File: config.mk
export PLATFORM = sky130hd
export DESIGN_NAME = bs_rotate_queue
export DESIGN_NICKNAME = d
export VERILOG_FILES = /design/src/rtl/bs_rotate_queue_pkg.sv /design/src/rtl/bs_rotate_core.sv /design/src/rtl/bs_rotate_queue.sv
export SDC_FILE = /design/constraint.sdc
export NUM_CORES = 1
export LEC_CHECK = 0
export BUFFER_PORTS_ARGS = -buffer_cell sky130_fd_sc_hd__clkbuf_2
export CORE_MARGIN = 10
export CORE_UTILIZATION = 45
export CTS_CLUSTER_SIZE = 24
export DETAILED_ROUTE_END_ITERATION = 12
export SYNTH_ARGS = -nofsm -noshare
export SYNTH_HDL_FRONTEND = slang
export SYNTH_SLANG_ARGS = --single-unit
File: constraint.sdc
create_clock -name i_clk -period 3.5 [get_ports i_clk]
set_clock_uncertainty 0.05 [all_clocks]
set_input_delay 0.175 -clock i_clk [delete_from_list [all_inputs] [get_ports i_clk]]
set_output_delay 0.175 -clock i_clk [all_outputs]
set_load 0.01 [all_outputs]
File: src/rtl/bs_rotate_queue_pkg.sv
// Shared constants and the request record for the rotate queue.
// Widths here are the single source for the queue and its rotate core.
package bs_rotate_queue_pkg;

   localparam int unsigned DEPTH_DEF = 4;
   localparam int unsigned DATA_W    = 4;
   localparam int unsigned AMT_W     = 2;

   typedef struct packed {
      logic [DATA_W-1:0] a;
      logic [AMT_W-1:0]  k;
      logic              left;
   } req_t;

endpackage

File: src/rtl/bs_rotate_core.sv
// Stateless 4-bit rotator: left or right by 0..3 positions.
// Both directions shift a doubled operand so k=0 passes A through.
module bs_rotate_core
   import bs_rotate_queue_pkg::*;
(
   input  logic [DATA_W-1:0] i_A,
   input  logic [AMT_W-1:0]  i_k,
   input  logic              i_left,
   output logic [DATA_W-1:0] o_Y
);

   logic [2*DATA_W-1:0] dbl;
   logic [2*DATA_W-1:0] shl;
   logic [2*DATA_W-1:0] shr;
   logic [AMT_W:0]      amt_l;

   always_comb begin
      dbl   = {i_A, i_A};
      amt_l = (AMT_W+1)'(DATA_W) - {1'b0, i_k};
      shl   = dbl >> amt_l;
      shr   = dbl >> i_k;
      o_Y   = i_left ? shl[DATA_W-1:0] : shr[DATA_W-1:0];
   end

endmodule

File: src/rtl/bs_rotate_queue.sv
// Request FIFO feeding a registered rotate result with valid/ready
// on both sides; capacity is P_DEPTH entries plus the output register.
module bs_rotate_queue
   import bs_rotate_queue_pkg::*;
#(
   parameter int unsigned P_DEPTH = DEPTH_DEF
)
(
   input  logic                       i_clk,
   input  logic                       i_rst,
   input  logic                       i_valid,
   output logic                       o_ready,
   input  logic [DATA_W-1:0]          i_A,
   input  logic [AMT_W-1:0]           i_k,
   input  logic                       i_left,
   output logic                       o_valid,
   input  logic                       i_ready,
   output logic [DATA_W-1:0]          o_Y,
   output logic [$clog2(P_DEPTH):0]   o_count
);

   localparam int unsigned AW = $clog2(P_DEPTH);
   localparam int unsigned CW = AW + 1;

   req_t              mem_q [P_DEPTH];
   logic [AW-1:0]     wr_ptr_q, wr_ptr_d;
   logic [AW-1:0]     rd_ptr_q, rd_ptr_d;
   logic [CW-1:0]     count_q, count_d;
   logic              valid_q, valid_d;
   logic [DATA_W-1:0] y_q, y_d;
   logic [DATA_W-1:0] head_y;
   logic              push;
   logic              pop;
   req_t              head;

   assign head    = mem_q[rd_ptr_q];
   assign o_ready = (count_q < CW'(P_DEPTH));
   assign o_count = count_q;
   assign o_valid = valid_q;
   assign o_Y     = y_q;

   bs_rotate_core u_core (
      .i_A    (head.a),
      .i_k    (head.k),
      .i_left (head.left),
      .o_Y    (head_y)
   );

   always_comb begin
      push     = i_valid && o_ready && !i_rst;
      pop      = (count_q != '0) && (!valid_q || i_ready);
      wr_ptr_d = wr_ptr_q;
      rd_ptr_d = rd_ptr_q;
      valid_d  = valid_q;
      y_d      = y_q;
      if (push) wr_ptr_d = wr_ptr_q + AW'(1);
      if (pop)  rd_ptr_d = rd_ptr_q + AW'(1);
      count_d = count_q + CW'(push) - CW'(pop);
      // A fresh load wins over the consume of the current result.
      if (pop) begin
         y_d     = head_y;
         valid_d = 1'b1;
      end else if (valid_q && i_ready) begin
         valid_d = 1'b0;
      end
   end

   always_ff @(posedge i_clk) begin
      if (i_rst) begin
         wr_ptr_q <= '0;
         rd_ptr_q <= '0;
         count_q  <= '0;
         valid_q  <= 1'b0;
         y_q      <= '0;
      end else begin
         wr_ptr_q <= wr_ptr_d;
         rd_ptr_q <= rd_ptr_d;
         count_q  <= count_d;
         valid_q  <= valid_d;
         y_q      <= y_d;
      end
   end

   always_ff @(posedge i_clk) begin
      if (push) mem_q[wr_ptr_q] <= '{a: i_A, k: i_k, left: i_left};
   end

endmodule

==> results of run 1 <==
metal layers:
layer	up-vias	GRT usage (%)
met5	-	0
met4	0	3.20
met3	2	3.86
met2	15	15.4
met1	485	10.6
li1	496	-
per-stage QoR:
step | cell area (um2) | std cells | util [%]
floorplan | 1860 | 122 | -
global placement | 1990 | 187 | 49.6
detailed placement | 1990 | 187 | 49.6
CTS | 2120 | 195 | 53.1
global route | 2120 | 195 | 53.1
finish | 2120 | 195 | 53.1
Yosys cell counts (2+ instances only):
cell type	n	share of area, %
xnor2_1	4	1.9
mux2_4	3	2.4
mux4_2	4	4.8
inv_1	8	1.6
a311oi_1	2	0.94
a21oi_1	2	0.54
mux4_1	3	4.2
nor2b_1	4	1.3
ha_1	7	4.7
nand3b_1	3	1.2
edfxtp_1	28	45
dfxtp_1	14	15
mux2i_1	4	2.2
buf_6	2	1.2
and2_1	4	1.3
nor2_1	7	1.4
nand2_1	3	0.61
final cells by class:
type	instances	area (um2)
fill	340	1880
clock inverter	3	68.8
clock buffer	5	68.8
tap	50	62.6
multi-input combinational	67	673
sequential	42	1120
inverter	9	33.8
timing repair buffer	19	95.1
registers in the layout, summed over array words and instances (netlist names), named ones only:
signal and flops:
rd_ptr_q 2, o_Y 4, o_count 3, wr_ptr_q 2
mem_q 28, o_valid 1
worst min path at each step:
stage / start / endpoint / slack, ns / cells past startpoint
final: i_k[0] / mem_q[1][1] / 0.05 / 1
after global routing: i_A[1] / mem_q[2][4] / 0.04 / 1
after CTS: i_k[0] / mem_q[1][1] / 0.04 / 1
after detailed placement: i_left / mem_q[0][0] / 0.34 / 1
after global placement: i_left / mem_q[0][0] / 0.34 / 1
after floorplan: i_rst / o_count[0] / 0.20 / 1
report_power, final:
part / switching, uW / internal, uW / total (uW) / leakage, uW
sequential: 76.3 / 607 / 683 / 0.000370
combinational: 292 / 296 / 587 / 0.000359
clock: 163 / 286 / 449 / 0.0000683
cells by family (layout without fill, tap and decap cells):
logic type	Yosys count	after routing
AOI/OAI and AO/OA	13	13
adders and majority gates	8	8
DFF	42	42
buffers and inverters	13	36
muxes	15	15
xor gates and xnor gates	5	5
and+or+nand+nor	26	26
==> metrics, run 1 <==
largest net degree at the start of global routing 17; Arr. time, crit path 2.71 ns; Highest Signal Layer met4; Simple-Gate Fraction of Synth Area 7.60%; Row Count 23; Power Density 810 nW/um2; CP Depth 11; fin crit period 2.59 ns; total power draw 1720 uW; DR iter-0 viols 49; Hold Path Class in2reg; CP bufs+invs 3; gr ovfl total 0; Synth warnings 0; worst setup path end o_count[2]; CP endpoint kind flip-flop; largest family of logic cells by synthesized area multiplexers; 1st-pass router iterations 4; status finished, final reports clean; max-slew violations 0; Vias 998; Slew HR 65.0%; root buf cell clkbuf_8; first-pass GRT wire length 5.35 mm; DRC errors left 0; worst r2r path cells 11; Total GRT Usage 9.34%; htree depth 2; Leak 0.000797 uW; CP startpoint kind flip-flop; # Post-CTS Setup Buffers 0; Synth Area in Compound Gates 5.59%; worst stage delay on the critical path 0.41 ns; Synth Flop Type edfxtp_1; TritonCTS clock tree yes; Setup TNS Final 0 ns; Area growth syn-to-layout 14.2%; Die Ht 84.3 um; WL final 3.06 mm; routed wl met3 141 um; vias in the first global route 1092; RSZ-0062 raised after global routing no; syn_nets 141; FF+latch count, synth 42; setup violators final 0; fin crit share 74.1%; Die X 84.3 um; asr flop ratio synth 0%; Hold-fix buffers, CTS 0; sequential element share of the synthesized area 60.3%; dpl ws 0.906 ns; Worst-Margin Slew 0.525 ns; most frequent cells in the layout 28 x edfxtp_1, 19 x clkbuf_2, 14 x dfxtp_1; setup ws final 0.907 ns; Ports 20; EDFF count, synth 28; Initial Utilization 46.5%; flop2flop setup slack 0.91 ns; Worst Path Max Fanout 7; Via density 5.12; CP cell instances or3_1 > nand2_1 > inv_2 > ha_1 > inv_1 > ha_1 > inv_1 > fa_1 > xnor2_1 > xnor2_1 > nor2_1; commonest non-fill, non-tap cell in the layout edfxtp_1; worst vdd ir 0.299 mV; n_diodes 0; multiplexer share of the synthesized area 14.9%; launch point of the worst path o_count[2]; Num CTS Buffers 5; number of port buffers 19; Reg2Reg Launch Point o_count[2]; Nets 163; DIE AREA 7100 um2; GP Congestion 0.707; share of cells above drive strength 1 26.9%; CP Class reg2reg; Post-DP HPWL 2.27 mm; Post-Synthesis Cells 122; worst-case clock buffer depth 2; Max Freq 386 MHz; Clk Latency, worst-skew pair 0.29 ns; met2 wire length 1.55 mm; core area 4000 um2; post_cts resized 0; r2r endpoint o_count[2]; adder-cell share of the synthesized area 5.79%; Critical Path RT 3.62 ns; max_cap viols 0; mean post-synth cell area 15.2 um2; Distinct cells, synth 37; Final Hold Viols 0; number of antenna violations at the first check in global routing 0; Sink Count 42; Routed WL per cell 15.7 um; synthesized cell area 1860 um2; Hold Slack 0.0480 ns; Synth Area in XOR/XNOR 2.36%; Top delay family on crit path adder cells; clock-pin slew on the worst setup and hold paths 0.08 ns; wire length on met1 1.35 mm; Antenna Nets Post-Route 0; Slowest-stage cell, CP or3_1
No activity file was read; power rests on OpenSTA's default activity.
==> inputs of run 2 (changes only) <==
--- a/config.mk
+++ b/config.mk
@@ -5,11 +5,13 @@
 export SDC_FILE = /design/constraint.sdc
 export NUM_CORES = 1
 export LEC_CHECK = 0
+export ABC_AREA = 1
 export BUFFER_PORTS_ARGS = -buffer_cell sky130_fd_sc_hd__clkbuf_2
 export CORE_MARGIN = 10
 export CORE_UTILIZATION = 45
 export CTS_CLUSTER_SIZE = 24
 export DETAILED_ROUTE_END_ITERATION = 12
+export PLACE_DENSITY = 0.66
 export SYNTH_ARGS = -nofsm -noshare
 export SYNTH_HDL_FRONTEND = slang
 export SYNTH_SLANG_ARGS = --single-unit
==> constraint.sdc (replaced) <==
create_clock -name i_clk -period 2.2 [get_ports i_clk]
set_clock_uncertainty 0.05 [all_clocks]
set_input_delay 0.11 -clock i_clk [delete_from_list [all_inputs] [get_ports i_clk]]
set_output_delay 0.11 -clock i_clk [all_outputs]
set_load 0.01 [all_outputs]
==> run 2 against run 1 <==
Against the previous run: setup slack worse by 0.74 ns; die area is 2.2% higher; sequential power grew 55%; critical path depth is 1 lower; final cell count increased by 52%; first-iteration DRC count increased by 55%; register-to-register slack got worse by 0.74 ns; via count rose by 38%; core utilization rose by 3.0 points; critical path type unchanged; largest cell class unchanged.
==> metrics, run 2 <==
status finished, final reports clean; Critical Path RT 2.33 ns; Max Freq 492 MHz; Synth Flop Type edfxtp_1; Antenna Nets Post-Route 0; share of cells above drive strength 1 17.8%; CP startpoint kind flip-flop; gr ovfl total 0; wire length on met1 1.59 mm; clock-pin slew on the worst setup and hold paths 0.07 ns; Routed WL per cell 11.7 um; n_diodes 0; Post-Synthesis Cells 207; number of port buffers 19; Vias 1375; mean post-synth cell area 9.24 um2; worst r2r path cells 10; Hold Crit Start i_rst; 1st-pass router iterations 4; Highest Signal Layer met4; worst vdd ir 0.462 mV; first-pass GRT wire length 5.98 mm; asr flop ratio synth 0%; Power Density 1190 nW/um2; DRC errors left 0; Sink Count 42; worst hold path depth 2; r2r endpoint o_count[2]; number of antenna violations at the first check in global routing 0; Nets 265; syn_nets 226; Total GRT Usage 10.2%; max-slew violations 0; Hold Path End o_count[1]; number of flip-flops in the largest register 28; dpl ws 0.178 ns; DIE AREA 7260 um2; Area growth syn-to-layout 18.9%; vias in the first global route 1356; Num CTS Buffers 5; core area 4060 um2; largest net degree at the start of global routing 15; Hold Slack 0.0267 ns; Via density 4.63; worst-case clock buffer depth 2; GP Congestion 0.811; Initial Utilization 47.1%; setup ws final 0.166 ns; Synth top area share 44.0%; DR iter-0 viols 76; Clk Latency, worst-skew pair 0.29 ns; synthesized cell area 1910 um2; Leak 0.00106 uW; met2 wire length 1.71 mm; most frequent cells in the layout 68 x nand2_1, 28 x edfxtp_1, 25 x inv_1; Die X 85.2 um; Ports 20; EDFF count, synth 28; # Post-CTS Setup Buffers 0; Reg2Reg Launch Point o_count[2]; Hold Path Class in2reg; routed wl met3 122 um; synth top area cells edfxtp_1 44%, dfxtp_1 15%, nand2_1 13%, nand3_1 5.2%, inv_1 4.9%; TritonCTS clock tree yes; root buf cell clkbuf_8; Row Count 23; Arr. time, crit path 2.16 ns; Top reg by flops mem_q; cell taking the most area after synthesis edfxtp_1; fin crit period 2.03 ns; Synth warnings 0; max_cap viols 0; fin crit share 92.5%; Distinct cells, synth 21; commonest non-fill, non-tap cell in the layout nand2_1; Die Ht 85.2 um; CP Class reg2reg; Util after Layout 56.1%; Slew HR 82.3%; total power draw 2710 uW; Post-DP HPWL 2.59 mm; # fillers 363; sequential element share of the synthesized area 58.6%; Worst-Margin Slew 0.265 ns; htree depth 2; Final Hold Viols 0; CP endpoint kind flip-flop; FF+latch count, synth 42; Worst Path Max Fanout 5; setup violators final 0; WL final 3.48 mm; Synth top cells by count 68 x nand2_1, 28 x edfxtp_1, 25 x inv_1; most common cell in the netlist nand2_1; flop2flop setup slack 0.17 ns
-- run 2: cell types whose count changed after synthesis, moves of 4 or more --
cell,previous run,this run
a21oi_1,2,8
and2_1,4,0
inv_1,8,25
mux2i_1,4,0
mux4_2,4,0
nand2_1,3,68
nand3_1,1,20
nor2_1,7,13
nor2b_1,4,0
o21ai_0,0,9
xnor2_1,4,0
-- run 2: power breakdown --
part | switching [uW] | total, uW | leakage (uW) | internal (uW)
sequential | 90.0 | 1060 | 0.000370 | 968
combinational | 755 | 1200 | 0.000649 | 449
clock | 237 | 448 | 0.0000407 | 212
total | 1080 | 2710 | 0.00106 | 1630
-- run 2: worst max-delay path by stage --
stage	from	to	slack, ns	depth (start not counted)
2_1_floorplan	o_count[2]	o_count[2]	0.03	11
3_3_place_gp	o_count[2]	o_count[2]	0.26	10
3_5_place_dp	o_count[2]	o_count[2]	0.18	10
4_1_cts	o_count[2]	o_count[2]	0.17	10
5_1_grt	o_count[2]	o_count[2]	-0.01	10
6_report	o_count[2]	o_count[2]	0.17	10
-- run 2: final cells by class --
| cell class | instances | area (um2) | share of cell area [%] |
|---|---|---|---|
| clock inverters | 3 | 11.3 | 0.495 |
| flip-flops and latches | 42 | 1120 | 49.3 |
| repair buffers | 36 | 240 | 10.6 |
| inverters | 27 | 101 | 4.46 |
| well taps | 50 | 62.6 | 2.75 |
| clock buffers | 5 | 68.8 | 3.03 |
| multi-input cells | 134 | 668 | 29.4 |
-- run 2: stage by stage --
step | area, um2 | setup TNS (ns) | std cells
after global routing | 2270 | -0.0148 | 297
after CTS | 2270 | 0 | 297
after global placement | 2120 | 0 | 282
after floorplan | 1920 | 0 | 207
after detailed placement | 2120 | 0 | 282
final | 2270 | 0 | 297
-- run 2: routing by layer --
| metal | up-vias | global-route usage, % |
|---|---|---|
| met4 | 0 | 5.84 |
| met5 | - | 0 |
| li1 | 743 | - |
| met2 | 22 | 17.2 |
| met3 | 5 | 2.20 |
| met1 | 605 | 11.6 |
-- run 2: critical path: stages, from the launching register on --
cell and delay (ns):
dfxtp_1 0.40, nor3_2 0.07, nor2_1 0.17, ha_1 0.27, inv_1 0.06, ha_1 0.12, inv_1 0.05, fa_1 0.36
xor2_1 0.17, o21ai_0 0.16, a21oi_1 0.05
-- run 2: cells by family after synthesis --
| group | after synthesis | synth area share [%] |
|---|---|---|
| AOI/OAI and AO/OA | 18 | 4.91 |
| buffers and inverters | 31 | 6.74 |
| xor gates and xnor gates | 1 | 0.458 |
| DFF | 42 | 58.6 |
| and+or+nand+nor | 107 | 23.7 |
| adders and majority gates | 8 | 5.62 |
-- run 2: timing repair --
| action | CTS | global route |
|---|---|---|
| gates resized for setup | 0 | 1 |
| setup endpoints to repair | 0 | 1 |
| hold endpoints to repair | 28 | 0 |
| hold buffers | 7 | 0 |
